**config.mk**
```make
export PLATFORM = sky130hd
export DESIGN_NAME = apb_slave_regbank
export DESIGN_NICKNAME = d
export VERILOG_FILES = /design/src/rtl/apb_slave_regbank.sv
export SDC_FILE = /design/constraint.sdc
export NUM_CORES = 1
export LEC_CHECK = 0
export CAP_MARGIN = 5
export CORE_AREA = 10 10 273 275
export CTS_BUF_LIST = sky130_fd_sc_hd__clkbuf_2
export CTS_CLUSTER_DIAMETER = 30
export DETAILED_ROUTE_END_ITERATION = 12
export DIE_AREA = 0 0 283 285
export MAX_ROUTING_LAYER = met4
export PLACE_DENSITY_LB_ADDON = 0.2
export SYNTH_ARGS = -nofsm -noshare
export SYNTH_HDL_FRONTEND = slang
export SYNTH_SLANG_ARGS = --single-unit
```
**constraint.sdc**
```tcl
create_clock -name clk -period 3.5 [get_ports clk]
set_input_delay 0.35 -clock clk [delete_from_list [all_inputs] [get_ports clk]]
set_output_delay 0.35 -clock clk [all_outputs]
set_load 0.03 [all_outputs]
```
**src/rtl/apb_slave_regbank.sv**
```systemverilog
// APB slave register bank: NUM_REGS x 32-bit registers with optional wait states,
// address/alignment error reporting and a registered write-commit strobe.
module apb_slave_regbank #(
  parameter int unsigned ADDR_WIDTH  = 10,
  parameter int unsigned NUM_REGS    = 20,
  parameter int unsigned WAIT_CYCLES = 0
) (
  input  logic                     clk,
  input  logic                     rst,
  input  logic [ADDR_WIDTH-1:0]    i_PADDR,
  input  logic                     i_PSEL,
  input  logic                     i_PENABLE,
  input  logic                     i_PWRITE,
  input  logic [31:0]              i_PWDATA,
  output logic [31:0]              o_PRDATA,
  output logic                     o_PREADY,
  output logic                     o_PSLVERR,
  output logic [NUM_REGS*32-1:0]   o_regs,
  output logic                     o_wr_stb,
  output logic [7:0]               o_wr_idx
);

  localparam logic [3:0] WaitInit = 4'(WAIT_CYCLES);

  typedef enum logic [0:0] {StIdle, StAccess} state_e;

  state_e      state_q, state_d;
  logic [3:0]  cnt_q, cnt_d;
  logic [7:0]  idx_q, idx_d;
  logic        write_q, write_d;
  logic [31:0] wdata_q, wdata_d;
  logic        err_q, err_d;
  logic [31:0] regs_q [NUM_REGS];
  logic        wr_stb_q;
  logic [7:0]  wr_idx_q;

  logic [31:0] paddr_idx;
  logic        setup_err;
  logic        complete;
  logic        commit;
  logic [31:0] rd_word;

  // Full-width index so out-of-range addresses beyond 8 bits still flag an error.
  assign paddr_idx = 32'(i_PADDR[ADDR_WIDTH-1:2]);
  assign setup_err = (i_PADDR[1:0] != 2'b00) || (paddr_idx >= NUM_REGS);

  assign complete = (state_q == StAccess) && (cnt_q == 4'd0);
  assign commit   = complete && write_q && !err_q;

  always_comb begin
    state_d = state_q;
    cnt_d   = cnt_q;
    idx_d   = idx_q;
    write_d = write_q;
    wdata_d = wdata_q;
    err_d   = err_q;
    unique case (state_q)
      StIdle: begin
        if (i_PSEL && !i_PENABLE) begin
          state_d = StAccess;
          cnt_d   = WaitInit;
          idx_d   = paddr_idx[7:0];
          write_d = i_PWRITE;
          wdata_d = i_PWDATA;
          err_d   = setup_err;
        end
      end
      StAccess: begin
        if (cnt_q == 4'd0) begin
          state_d = StIdle;
        end else if (!i_PSEL) begin
          state_d = StIdle;
          cnt_d   = 4'd0;
        end else begin
          cnt_d = cnt_q - 4'd1;
        end
      end
      default: state_d = StIdle;
    endcase
  end

  always_comb begin
    rd_word = '0;
    for (int k = 0; k < NUM_REGS; k++) begin
      if (idx_q == 8'(k)) rd_word = regs_q[k];
    end
  end

  assign o_PREADY  = complete;
  assign o_PSLVERR = complete && err_q;
  assign o_PRDATA  = (complete && !write_q && !err_q) ? rd_word : 32'd0;
  assign o_wr_stb  = wr_stb_q;
  assign o_wr_idx  = wr_idx_q;

  for (genvar g = 0; g < NUM_REGS; g++) begin : g_img
    assign o_regs[32*g +: 32] = regs_q[g];
  end

  always_ff @(posedge clk) begin
    if (rst) begin
      state_q  <= StIdle;
      cnt_q    <= 4'd0;
      idx_q    <= 8'd0;
      write_q  <= 1'b0;
      wdata_q  <= 32'd0;
      err_q    <= 1'b0;
      wr_stb_q <= 1'b0;
      wr_idx_q <= 8'd0;
      for (int k = 0; k < NUM_REGS; k++) regs_q[k] <= 32'd0;
    end else begin
      state_q  <= state_d;
      cnt_q    <= cnt_d;
      idx_q    <= idx_d;
      write_q  <= write_d;
      wdata_q  <= wdata_d;
      err_q    <= err_d;
      wr_stb_q <= commit;
      if (commit) begin
        wr_idx_q <= idx_q;
        for (int k = 0; k < NUM_REGS; k++) begin
          if (idx_q == 8'(k)) regs_q[k] <= wdata_q;
        end
      end
    end
  end

endmodule

```
==> flow_metrics.env <==
export IMPL_status="finished with violations"
export IMPL_violations="negative setup slack"
export IMPL_dieArea_um2=80700
export IMPL_grt_max_degree=45
export IMPL_ys_ff_latch=696
export IMPL_swShare_pct=30.6
export IMPL_ys_types=63
export IMPL_finalCriticalPeriod_ps=4170
export IMPL_core_area_um2=69300
export IMPL_antenna_found_initial=3
export IMPL_area_delta_synth_final_pct=50.0
export IMPL_drc=0
export IMPL_cts_sinks=696
export IMPL_hold_path_class="input port to register"
export IMPL_h_tree_depth=4
export IMPL_power_total_mw=19.1
export IMPL_track_usage_pct=39.1
export IMPL_clockBufferDepth=3
export IMPL_max_cap_violations=0
export IMPL_setup_ws_ps=-673
export IMPL_fin_nets=3628
export IMPL_tns_ps=-16770
export IMPL_synthArstFlopShare_pct=0
export IMPL_wirelength_um=160000
export IMPL_power_internal_mw=13.2
export IMPL_hold_violations=0
export IMPL_comb_power_share_pct=16.6
export IMPL_grt_overflow=0
export IMPL_crit_chain="or4_4 -> nor3_4 -> buf_6 -> buf_6 -> o2bb2ai_2 -> o21ai_4 -> a32oi_4 -> o22ai_2 -> a21oi_4 -> buf_12"
export IMPL_grt_pass1_vias=27200
export IMPL_tightestPinTransition_ps=1160
export IMPL_antenna_left=0
export IMPL_clock_latency_ps=1470
export IMPL_grt_pass1_wl_um=217000
export IMPL_synth_ff_type="edfxtp_1"
export IMPL_finClkSkew_ps=94.8
export IMPL_cp_end_kind="output pin"
export IMPL_cpLargestDelayFamily="compound AO/OA/AOI/OAI gates"
export IMPL_period_share_pct=119
export IMPL_r2r_start="cnt_q[0]"
export IMPL_viasPerCell=6.07
export IMPL_setup_viol=32
export IMPL_ioPinCount=730
export IMPL_yosys_warnings=0
export IMPL_dpl_hpwl_um=111000
export IMPL_rsz0062_at_grt="true"
export IMPL_num_vias=28300
export IMPL_path_max_fanout=6
export IMPL_clk_pin_slew_worst_paths_ps=100
export IMPL_first_pass_iters=8
export IMPL_nFillCells=5315
export IMPL_synth_cells=2521
export IMPL_cpMaxStageDelayCell="or4_4"
export IMPL_crit_top_cell="buf_6"
export IMPL_cp_slowest_stage_delay_ps=540
export IMPL_syn_area_um2=30200
export IMPL_yosysSeqAreaShare_pct=67.3
export IMPL_arrival_ps=3820
export IMPL_pwr_share_seq_pct=50.6
export IMPL_numCtsBuffers=186
export IMPL_setup_worst_path_class="register to output pin"
export IMPL_rows=97
export IMPL_switchingPower_mw=5.83
export IMPL_cp_startpoint="idx_q[5]"
export IMPL_synth_edff_count=640
export IMPL_powerDensity_nw_per_um2=420
export IMPL_final_max_slew_viol_count=0
export IMPL_cts_root_buf="clkbuf_2"
export IMPL_cp_start_kind="register"
export IMPL_drive_above_1_share_pct=25.9
export IMPL_path_buf_inv=3
export IMPL_clockPowerShare_pct=32.8
export IMPL_start_util_pct=43.6
export IMPL_final_common_cell="clkdlybuf4s50_1"
export IMPL_drt_initial_drc_count=3875
export IMPL_p_leak_nw=16.0
export IMPL_hp_start="i_PENABLE"
export IMPL_cp_required_ps=3150
export IMPL_syn_num_nets=2569
export IMPL_port_buffers=729
export IMPL_fmax_mhz=240
export IMPL_slew_headroom_pct=22.4
export IMPL_ir_drop_uv=323
export IMPL_cts_tree="done"
export IMPL_die_h_um=285
export IMPL_wl_per_cell_um=34.3
export IMPL_layout_common_cells="694 x clkdlybuf4s50_1, 656 x nor2_1, 640 x edfxtp_1"
export IMPL_avgSynthCellArea_um2=12.0
export IMPL_die_w_um=283
export IMPL_place_gp_congestion=0.972
-- path summary, 6_finish.rpt --
path,endpoint,slack (ps),depth (start not counted)
min reg2reg,wdata_q[5],460,2
min,idx_q[5],110,5
max,o_PRDATA[14],-670,10
max reg2reg,regs_q[4][54],590,9
-- synth_stat cells, drive strengths merged (2+ instances only) --
| cell | count | area, um2 |
|---|---|---|
| mux2i | 26 | 260 |
| nor3 | 16 | 91.3 |
| edfxtp | 640 | 19200 |
| a2111oi | 6 | 52.6 |
| inv | 47 | 176 |
| o31ai | 2 | 15.0 |
| a31oi | 11 | 68.8 |
| nor2 | 678 | 2540 |
| and2 | 7 | 43.8 |
| dfxtp | 56 | 1120 |
| a22oi | 19 | 143 |
| nand2b | 55 | 344 |
| mux4 | 63 | 1420 |
| o221ai | 14 | 123 |
| mux2 | 41 | 462 |
| a211o | 2 | 17.5 |
| or3 | 3 | 18.8 |
| o22ai | 41 | 257 |
| o2bb2ai | 2 | 17.5 |
| a211oi | 12 | 90.1 |
| a22o | 5 | 43.8 |
| and3 | 6 | 37.5 |
| clkbuf | 145 | 544 |
| a32oi | 4 | 35.0 |
| nand2 | 188 | 708 |
| buf | 87 | 439 |
| nor2b | 13 | 81.3 |
| a221oi | 11 | 109 |
| o21ai | 118 | 594 |
| a21oi | 144 | 724 |
| or3b | 2 | 17.5 |
| a221o | 6 | 60.1 |
| o211ai | 8 | 65.1 |
| o41ai | 2 | 25.0 |
| nand3 | 26 | 135 |
-- worst min-delay path: stages --
cell             delay (ps)
clkdlybuf4s50_1         530
nor3b_2                  70
buf_4                   200
nand2_1                 200
a21oi_1                 110
-- power groups by stage --
stage | Sequential, mW | Combinational (mW) | Clock (mW)
after floorplan | 10.3 | 0.704 | 0
after global placement | 9.79 | 2.55 | 0
after detailed placement | 9.80 | 2.55 | 0
after CTS | 9.62 | 2.95 | 6.24
after global routing | 9.65 | 3.23 | 6.71
final | 9.64 | 3.17 | 6.25
-- state kept, by name, indices dropped and copies added (netlist names), 4 cells and up --
signal / cells
regs_q: 640
wdata_q: 32
idx_q: 8
o_wr_idx: 8
cnt_q: 4
-- timing repair --
action / CTS / global route
hold buffers: 111 / 0
endpoints found under the setup margin: 34 / 33
gates cloned: 12 / 2
hold endpoints to repair: 301 / 0
pin swaps: 64 / 70
gates resized for setup: 292 / 171
setup buffers: 65 / 34
-- layout make-up --
cell class / instances / area (um2) / share of cell area, %
clock buffer: 258 / 1290 / 2.85
tap: 940 / 1180 / 2.59
multi-input combinational: 1546 / 10300 / 22.6
clock inverter: 72 / 544 / 1.20
timing repair buffer: 1103 / 11500 / 25.4
sequential: 696 / 20400 / 44.9
inverter: 47 / 176 / 0.389
antenna: 4 / 10.0 / 0.0221
-- kinds of logic (layout without fill, tap and decap cells) --
group | after synthesis | after routing | synth area share [%]
DFF | 696 | 696 | 67.3
adders and majority gates | 1 | 1 | 0.0414
other | 0 | 4 | 0
muxes | 130 | 130 | 7.08
and+or+nand+nor | 1000 | 1000 | 13.5
AOI/OAI and AO/OA | 415 | 415 | 8.30
buffers and inverters | 279 | 1480 | 3.84
-- through the flow --
step	hold slack (ps)	utilization, %	setup WS [ps]	std cells	cell area, um2
after floorplan	437	-	142	2521	30200
after global placement	442	57.0	258	4114	39500
after detailed placement	449	57.0	248	4114	39500
after CTS	0.331	64.1	-776	4632	44400
after global routing	52.7	65.5	-781	4665	45400
final	111	65.5	-673	4666	45400
-- per-layer routing --
metal / part of all wire, % / global-route usage (%)
met2: 46 / 60.7
met1: 34 / 45.5
met5: 0 / -
met3: 14 / 12.9
met4: 5.7 / 18.9
(Power assumes the default switching activity.)
